### src/rtl/a5_stream_ctrl.sv
// A5/1 session sequencer: serial key load, warm-up, 8 core steps per byte, XOR with input stream.
// Per byte: 9 GEN + 1 WAIT_IN + 1 OUT cycles minimum; the core is frozen while in/out handshakes stall.
module a5_stream_ctrl #(
  parameter int WARMUP = 100
) (
  input  logic        clk,
  input  logic        rst,
  input  logic        start,
  input  logic        abort,
  input  logic [63:0] key,
  input  logic [15:0] byte_count,
  input  logic [7:0]  in_byte,
  input  logic        in_valid,
  output logic        in_ready,
  output logic [7:0]  out_byte,
  output logic        out_valid,
  input  logic        out_ready,
  output logic        core_load,
  output logic        core_key_bit,
  output logic        core_step,
  input  logic        core_ks_bit,
  output logic        busy,
  output logic        done
);

  localparam logic [2:0] S_IDLE    = 3'd0;
  localparam logic [2:0] S_LOAD    = 3'd1;
  localparam logic [2:0] S_WARM    = 3'd2;
  localparam logic [2:0] S_GEN     = 3'd3;
  localparam logic [2:0] S_WAIT_IN = 3'd4;
  localparam logic [2:0] S_OUT     = 3'd5;
  localparam logic [2:0] S_DONE    = 3'd6;

  localparam logic [15:0] WARM_LAST = (WARMUP > 0) ? 16'(WARMUP - 1) : 16'd0;
  localparam bit          HAS_WARM  = (WARMUP > 0);

  logic [2:0]  state;
  logic [63:0] key_q;
  logic [15:0] remaining;
  logic [15:0] cnt;
  logic [7:0]  ks_q;

  always_ff @(posedge clk) begin
    if (rst) begin
      state     <= S_IDLE;
      key_q     <= '0;
      remaining <= '0;
      cnt       <= '0;
      ks_q      <= '0;
      out_byte  <= '0;
    end else if (abort && (state != S_IDLE)) begin
      state <= S_IDLE;
      cnt   <= '0;
    end else begin
      case (state)
        S_IDLE: begin
          if (start) begin
            key_q     <= key;
            remaining <= byte_count;
            cnt       <= '0;
            state     <= S_LOAD;
          end
        end
        S_LOAD: begin
          if (cnt == 16'd63) begin
            cnt <= '0;
            if (HAS_WARM)
              state <= S_WARM;
            else
              state <= (remaining != 16'd0) ? S_GEN : S_DONE;
          end else begin
            cnt <= cnt + 16'd1;
          end
        end
        S_WARM: begin
          if (cnt == WARM_LAST) begin
            cnt   <= '0;
            state <= (remaining != 16'd0) ? S_GEN : S_DONE;
          end else begin
            cnt <= cnt + 16'd1;
          end
        end
        S_GEN: begin
          // core_ks_bit lags core_step by one edge, so capture runs at g=1..8
          if (cnt != 16'd0)
            ks_q <= {core_ks_bit, ks_q[7:1]};
          if (cnt == 16'd8) begin
            cnt   <= '0;
            state <= S_WAIT_IN;
          end else begin
            cnt <= cnt + 16'd1;
          end
        end
        S_WAIT_IN: begin
          if (in_valid) begin
            out_byte <= in_byte ^ ks_q;
            state    <= S_OUT;
          end
        end
        S_OUT: begin
          if (out_ready) begin
            remaining <= (remaining != 16'd0) ? remaining - 16'd1 : 16'd0;
            state     <= (remaining <= 16'd1) ? S_DONE : S_GEN;
          end
        end
        S_DONE:  state <= S_IDLE;
        default: state <= S_IDLE;
      endcase
    end
  end

  assign core_load    = (state == S_LOAD);
  assign core_key_bit = core_load & key_q[cnt[5:0]];
  assign core_step    = (state == S_WARM) || ((state == S_GEN) && (cnt < 16'd8));
  assign in_ready     = (state == S_WAIT_IN);
  assign out_valid    = (state == S_OUT);
  assign busy         = (state != S_IDLE);
  assign done         = (state == S_DONE);

endmodule

### config.mk
export PLATFORM = sky130hd
export DESIGN_NAME = a5_stream_ctrl
export DESIGN_NICKNAME = d
export VERILOG_FILES = /design/src/rtl/a5_stream_ctrl.sv
export SDC_FILE = /design/constraint.sdc
export NUM_CORES = 1
export LEC_CHECK = 0
export CORE_UTILIZATION = 50
export DETAILED_ROUTE_END_ITERATION = 6
export DONT_BUFFER_PORTS = 1
export SYNTH_ARGS = -nofsm -noshare
export SYNTH_HDL_FRONTEND = slang
export SYNTH_SLANG_ARGS = --single-unit
### constraint.sdc
create_clock -name clk -period 4.29 [get_ports clk]
set_input_delay 0.429 -clock clk [delete_from_list [all_inputs] [get_ports clk]]
set_output_delay 0.429 -clock clk [all_outputs]
set_load 0.05 [all_outputs]
==> results of run 1 <==
==> metrics by stage <==
stage	std cells	worst slack, ns	util (%)	total power, mW
detailed placement	792	1.22	51.7	2.27
global route	826	0.484	57.2	3.79
global placement	792	1.29	51.7	2.24
floorplan	699	1.27	-	2.08
CTS	826	0.675	57.2	3.61
finish	826	0.722	57.2	3.59
==> critical path: stages (launching register included) <==
cell,delay [ns]
dfxtp_1,0.80
buf_4,0.30
mux4_2,0.52
nand2_1,0.08
nand2_1,0.04
and3_1,0.17
a2111oi_0,0.46
nor3_2,0.26
==> cells in the final DEF, fill, tap and decap left out, types with 2 or more instances in the layout <==
cell type   Yosys  routed
or4_1           2       2
o21ai_1         3       3
nand2_1       173     172
buf_4           0       6
o211ai_1        7       7
ha_1            5       5
nor3_2          0       2
mux4_2         18      18
nand2b_1        4       4
nand3_1        22      22
clkinv_4        0       2
or3_1           8       8
nor3_1         15      13
o41ai_1         3       3
clkbuf_8        0       4
xnor2_1         9       9
a21oi_1        73      73
inv_1          13      13
or2_2           2       2
nor4_1          3       3
o21ai_0        32      32
a31oi_1         8       8
clkbuf_16       0      16
a211oi_1        9       9
nand3b_1        2       2
nor2_1         53      53
nor2b_1         2       2
a22oi_1        16      16
inv_6           0       2
clkinvlp_4      0       3
nand4_1         3       3
clkinv_2        0       3
and3_1          5       5
o31ai_1         6       6
dfxtp_1       115     115
mux2i_1        12      12
==> registers in the layout, indices dropped and copies added, names as in the netlist <==
signal	cells
key_q	64
cnt	16
remaining	16
ks_q	8
out_byte	8
state	3
==> final cells by class <==
class / count / share of cell area (%)
multi-input cells: 518 / 49.1
repair buffers: 8 / 1.33
well taps: 140 / 2.81
clock buffers: 21 / 7.37
clock inverters: 11 / 1.65
flip-flops and latches: 115 / 36.9
inverters: 13 / 0.783
==> Yosys cell counts, types with 2 or more instances <==
cell,n
clkbuf_1,38
nor3_1,15
nor2_1,53
buf_1,2
mux4_2,18
or3_1,8
nand3b_1,2
nor4_1,3
o41ai_1,3
or2_2,2
nor2b_1,2
a211oi_1,9
o31ai_1,6
a22oi_1,16
xnor2_1,9
dfxtp_1,115
or4_1,2
mux2i_1,12
o21ai_1,3
nand4_1,3
nand2_1,173
ha_1,5
and3_1,5
nand3_1,22
o21ai_0,32
o211ai_1,7
a21oi_1,73
nand2b_1,4
buf_2,13
a31oi_1,8
inv_1,13
==> power by group through the flow <==
stage / clock network [mW] / registers, mW / logic (mW)
6_report: 1.32 / 1.33 / 0.937
5_1_grt: 1.40 / 1.35 / 1.04
4_1_cts: 1.33 / 1.33 / 0.944
3_5_place_dp: 0 / 1.35 / 0.921
3_3_place_gp: 0 / 1.35 / 0.897
2_1_floorplan: 0 / 1.29 / 0.794
==> worst max-delay path by stage <==
stage | startpoint | to | depth (start not counted)
after CTS | cnt[1] | core_key_bit | 7
after detailed placement | cnt[1] | core_key_bit | 7
after global placement | cnt[1] | core_key_bit | 7
final | cnt[1] | core_key_bit | 7
after floorplan | state[1] | core_key_bit | 5
after global routing | cnt[1] | core_key_bit | 7
==> logic make-up (layout without fill, tap and decap cells) <==
logic type,after synthesis,count (layout)
AND/OR/NAND/NOR,304,304
AO/OA/AOI/OAI,168,168
adder cells (fa/ha/maj),5,5
multiplexers,31,31
XOR/XNOR,10,10
buffers and inverters,66,53
flip-flops,115,115
==> layer usage <==
layer	routed length, um	GRT usage, %	part of all wire (%)	vias to the layer above
met1	6190	32.8	46	2194
met4	234	9.69	1.8	0
met2	6170	36.7	46	145
li1	-	-	-	2401
met3	762	5.42	5.7	19
met5	0	0	0	-
==> metrics.md, run 1 <==
| Metric | Value |
|---|---|
| Synth Area per Inst | `between 8 and 9 sq um` |
| Crit end category | `output pin` |
| Cell count of the worst reg-to-reg path | `7` |
| Crit path launch type | `flip-flop` |
| Unrepaired setup endpoints after global routing | `false` |
| Psw | `1.23 mW` |
| Hold Startpoint | `key[20]` |
| Tot GR Track Use | `24.0%` |
| Post-CTS Resized | `0` |
| Comb pwr share | `26.1%` |
| Clock Path Buffers | `2` |
| Share of layout cells above drive strength 1 | `between 10% and 20%` |
| Synth Area in Compound Gates | `18.2%` |
| Largest net degree at the start of global routing | `90` |
| Tcrit/Tclk final | `around 83%` |
| Cell Area, Synth | `5610 sq um` |
| Num rows | `38` |
| Vias per Instance | `between 5 and 6` |
| Largest family of logic cells by synthesized area | `simple AND/OR/NAND/NOR gates` |
| First-pass GRT wire length | `approximately 22000 um` |
| FF-to-FF setup slack | `1.38 ns` |
| First DRT Iteration DRCs | `about 300` |
| Initial Util | `51.6%` |
| Hold depth | `2` |
| Inserted Clock Buffers | `17` |
| Leak pwr | `2.24 nW` |
| Finished Cell Area | `6230 sq um` |
| Critical Path Fanout Max | `16` |
| # fillers | `1024` |
| Yosys top cell area share | `41.0%` |
| Switching Share | `34.4%` |
| PD cells | `576 nW/um^2` |
| Crit path DAT | `3.14 ns` |
| Routed Antenna Nets | `0` |
| Final hold vios | `0` |
| Drc violations | `0` |
| Cell Area, Placed | `5630 sq um` |
| Final HPWL DP | `roughly 8900 um` |
| Worst-path clk slew | `0.06 ns` |
| Max Clk Rate | `between 200 and 300 MHz` |
| Area of the multi-input gates | `3060 sq um` |
| Inserted Diodes | `0` |
| Root Driver | `clkbuf_8` |
| Yosys reg bits | `115` |
| Max-cap violation count | `0` |
| Minimum clock period | `3.57 ns` |
| Yosys cell types | `54` |
| Number of global-route vias before repair | `4425` |
| Die footprint | `11700 sq um` |
| Area leader, netlist | `dfxtp_1` |
| Endpoints failing setup | `0` |
| Mapped Cells | `699` |
| Area Overhead vs Synth | `11.0%` |
| Worst reg2reg path endpoint | `state[2]` |
| # hold bufs at CTS | `2` |
| Sequential area share after synthesis | `41.0%` |
| Synth area leaders | `dfxtp_1 (41%), nand2_1 (12%), mux4_2 (7.2%)` |
| Worst-Margin Slew | `1.08 ns` |
| Total Wirelength | `13400 um` |
| Register area | `2300 sq um` |
| Core area | `between 10000 and 15000 sq um` |
| Clock latency at the later pin of the worst-skew pair | `0.52 ns` |
| Status | `finished, final reports clean` |
| Hold Path Sink | `key_q[20]` |
| IO Port Bufs | `0` |
| CTS HTree Levels | `4` |
| Initial antenna violation count | `0` |
| P_int | `between 2 and 2.5 mW` |
| Congestion Overflow GR | `0` |
| Initial DRT Pass Iterations | `5` |
| Adder-Cell Fraction of Synth Area | `1.11%` |
| Die Wd | `~110 um` |
| Clk sinks | `115` |
| Post-Synth XOR/XNOR Area | `1.56%` |
| Sequential group share of total power | `37.0%` |
| Min-delay worst type | `input port to flip-flop` |
| Ys async rst share | `0%` |
| TNS Setup | `0 ns` |
| Post-Synth Simple-Gate Area | `23.8%` |
| Final RePlAce weighted congestion | `0.791` |
| Final Skew | `between 0.008 and 0.009 ns` |
| NumNets Final | `773` |
| Most used DFF post-synth | `dfxtp_1` |
| Ports | `110` |
| DR vias | `4759` |
| Multiplexer area fraction after synthesis | `9.56%` |
| # Post-CTS Setup Buffers | `0` |
| DR WL/cell | `about 16 um` |
| Die span in y | `108 um` |
| Reg-to-Reg Start | `cnt[1]` |
| Hold slack | `a little over 0.04 ns` |
| Max VDD drop | `0.000436 V` |
| Clock network fraction of total power | `36.8%` |
| Net Count, Synth | `roughly 800` |
| Critical Path RT | `3.86 ns` |
| Slew Viols, Final | `0` |
| WS Path Type | `flip-flop to output pin` |
| EDFF count, synth | `0` |
| Synth Warn # | `0` |
| TritonCTS clock tree | `done` |
| Slew headroom | `28.3%` |
Note: power is estimated with default switching activity, not from simulation.
==> inputs of run 2 (changes only) <==
clock period = 3.3 ns   (was 4.29 ns; I/O delays follow)
==> metrics.md, run 2 (synthesis gave the netlist of run 1 again) <==
| Metric | Value |
|---|---|
| Tcrit/Tclk final | `93.2%` |
| Unrepaired setup endpoints after global routing | `false` |
| Area Overhead vs Synth | `26.1%` |
| Most frequent CP cell | `mux4_2` |
| Final hold vios | `0 (unchanged)` |
| CTS HTree Levels | `4 (unchanged)` |
| Final worst slack | `0.223 ns (-0.499 ns)` |
| Largest regs | `key_q: 64 flops, cnt: 16 flops, remaining: 16 flops` |
| DR vias | `5202 (+9.3%)` |
| NumNets Final | `852 (+10%)` |
| Crit path launch type | `flip-flop` |
| Initial antenna violation count | `0 (unchanged)` |
| Root Driver | `clkbuf_8` |
| Inserted Clock Buffers | `17 (unchanged)` |
| Cell count of the worst reg-to-reg path | `6 (-1)` |
| Number of flip-flops in the largest register | `64 (unchanged)` |
| Met2 wire length | `7030 um (+14%)` |
| Hold Startpoint | `byte_count[9]` |
| Inserted Diodes | `0 (unchanged)` |
| Min-delay worst type | `input port to flip-flop` |
| Worst slack, placed | `0.366 ns (-0.849 ns)` |
| Leak pwr | `2.61 nW (+16%)` |
| Tot GR Track Use | `26.3% (+2.2 points)` |
| TritonCTS clock tree | `done` |
| Reg-to-Reg Start | `state[0]` |
| Critical Path Fanout Max | `5 (-11)` |
| Crit end category | `output pin` |
| Num rows | `38 (unchanged)` |
| Minimum clock period | `slightly above 3 ns` |
| IO Port Bufs | `0 (unchanged)` |
| WS Path Type | `flip-flop to output pin` |
| Critical path's top delay family | `multiplexers` |
| Worst-Margin Slew | `0.885 ns (-0.191 ns)` |
| Max VDD drop | `0.000548 V (+26%)` |
| FF-to-FF setup slack | `0.68 ns (-0.70 ns)` |
| Largest net degree at the start of global routing | `97 (+7.8%)` |
| Initial DRT Pass Iterations | `5 (unchanged)` |
| DR WL/cell | `16.0 um (-0.95%)` |
| Critical Path RT | `2.97 ns (-0.89 ns)` |
| Critical-path top delay cell | `mux4_2` |
| PD cells | `703 nW/um^2 (+22%)` |
| Die Wd | `108 um (unchanged)` |
| Met1 wire length | `6470 um (+4.6%)` |
| Clk sinks | `115 (unchanged)` |
| Total Wirelength | `14500 um (+8.3%)` |
| Most flops, register | `key_q` |
| Final RePlAce weighted congestion | `0.836 (+5.7%)` |
| Worst-path clk slew | `0.06 ns (about the same)` |
| Number of global-route vias before repair | `4895 (+11%)` |
| Max-cap violation count | `0 (unchanged)` |
| Crit path DAT | `2.75 ns (-0.39 ns)` |
| Die footprint | `11700 sq um (unchanged)` |
| Initial Util | `51.6% (unchanged)` |
| Drc violations | `0 (unchanged)` |
| Die span in y | `108 um (unchanged)` |
| Final HPWL DP | `9150 um (+2.2%)` |
| Routed Antenna Nets | `0 (unchanged)` |
| TNS Setup | `0 ns (unchanged)` |
| Max Clk Rate | `325 MHz` |
| Endpoints failing setup | `0 (unchanged)` |
| Core area | `10900 sq um (unchanged)` |
| Final Skew | `0.0148 ns (+0.00657 ns)` |
| Share of layout cells above drive strength 1 | `10.1% (-0.26 points)` |
| Worst reg2reg path endpoint | `cnt[5]` |
| Clock Path Buffers | `2 (unchanged)` |
| Max stage delay on crit path | `0.55 ns (-0.25 ns)` |
| # fillers | `924 (-9.8%)` |
| Congestion Overflow GR | `0 (unchanged)` |
| Vias per Instance | `5.76 (about the same)` |
| CP Buf/Inv Count | `1 (unchanged)` |
| Hold slack | `0.0689 ns (+0.0275 ns)` |
| Slew Viols, Final | `0 (unchanged)` |
| First DRT Iteration DRCs | `361 (+19%)` |
| Slew headroom | `41.0% (+13 points)` |
| Ports | `110 (unchanged)` |
| Status | `finished, final reports clean` |
| Critical Path, Cell by Cell | `mux4_2, mux4_2, a2111oi_2, nor3_2, buf_12` |
| First-pass GRT wire length | `23400 um (+7.0%)` |
| Met3 WL | `742 um (-2.6%)` |
| Hold depth | `4 (+2)` |
| Clock latency at the later pin of the worst-skew pair | `0.53 ns (about the same)` |
| Hold Path Sink | `remaining[9]` |
| # Post-CTS Setup Buffers | `0 (unchanged)` |
| Commonest non-fill, non-tap cell in the layout | `nand2_1` |
| Top routing layer used | `met4` |
| Most frequent cells in the layout | `nand2_1 (172), dfxtp_1 (114), a21oi_1 (73), dlygate4sd3_1 (73), nor2_1 (53)` |
-- run 2: cell types whose count changed in the layout (fill, tap and decap cells not counted), sizes merged --
cell         delta
clkinv          -3
clkinvlp        -2
dlygate4sd3    +72
bufinv          +3
clkbuf          +1
buf             +7
inv             -1
-- run 2: worst max-delay path by stage --
stage               startpoint      endpoint  slack (ns)  cells past startpoint
finish                  cnt[0]  core_key_bit        0.22                      5
global route            cnt[0]  core_key_bit         0.1                      5
CTS                     cnt[0]  core_key_bit        0.05                      5
detailed placement      cnt[1]  core_key_bit        0.37                      5
global placement        cnt[1]  core_key_bit        0.46                      5
floorplan             state[1]  core_key_bit        0.37                      5
-- run 2: cell type report --
| type | count | area (sq um) | area share (%) |
|---|---|---|---|
| clock buffers | 22 | 463 | 6.54 |
| clock inverters | 8 | 150 | 2.12 |
| inverters | 13 | 48.8 | 0.690 |
| multi-input cells | 518 | 3070 | 43.4 |
| flip-flops and latches | 115 | 2300 | 32.5 |
| well taps | 140 | 175 | 2.48 |
| repair buffers | 87 | 868 | 12.3 |
-- run 2: tightest hold or removal path, stage by stage --
cell	delay, ns
nand2_1	0.03
o21ai_0	0.06
a22oi_1	0.06
nor2_1	0.08
-- run 2: per-stage QoR --
step                      std cells  utilization (%)  power [mW]  area (sq um)
after floorplan                 699                -        2.70          5610
after global placement          799             52.3        2.94          5700
after detailed placement        799             52.3        2.98          5700
after CTS                       903             65.0        4.98          7070
after global routing            903             65.0        5.25          7080
final                           903             65.0        4.97          7080
-- run 2: power by group --
part           leakage, nW  switching [mW]  internal [mW]  total, mW
sequential           0.940           0.156           1.57       1.73
clock                0.298           0.628           1.28       1.91
combinational         1.38           0.830          0.510       1.34
-- run 2: repair_timing --
action,CTS,global route
pin swaps,0,0
gates resized for setup,2,1
endpoints found under the hold margin,96,0
endpoints found under the setup margin,1,1
hold buffers,74,0
-- run 2: per-layer routing --
metal / track usage [%] / vias up
met5: 0 / -
met4: 10.7 / 0
met3: 5.91 / 21
met2: 43.0 / 173
met1: 33.4 / 2451
li1: - / 2557
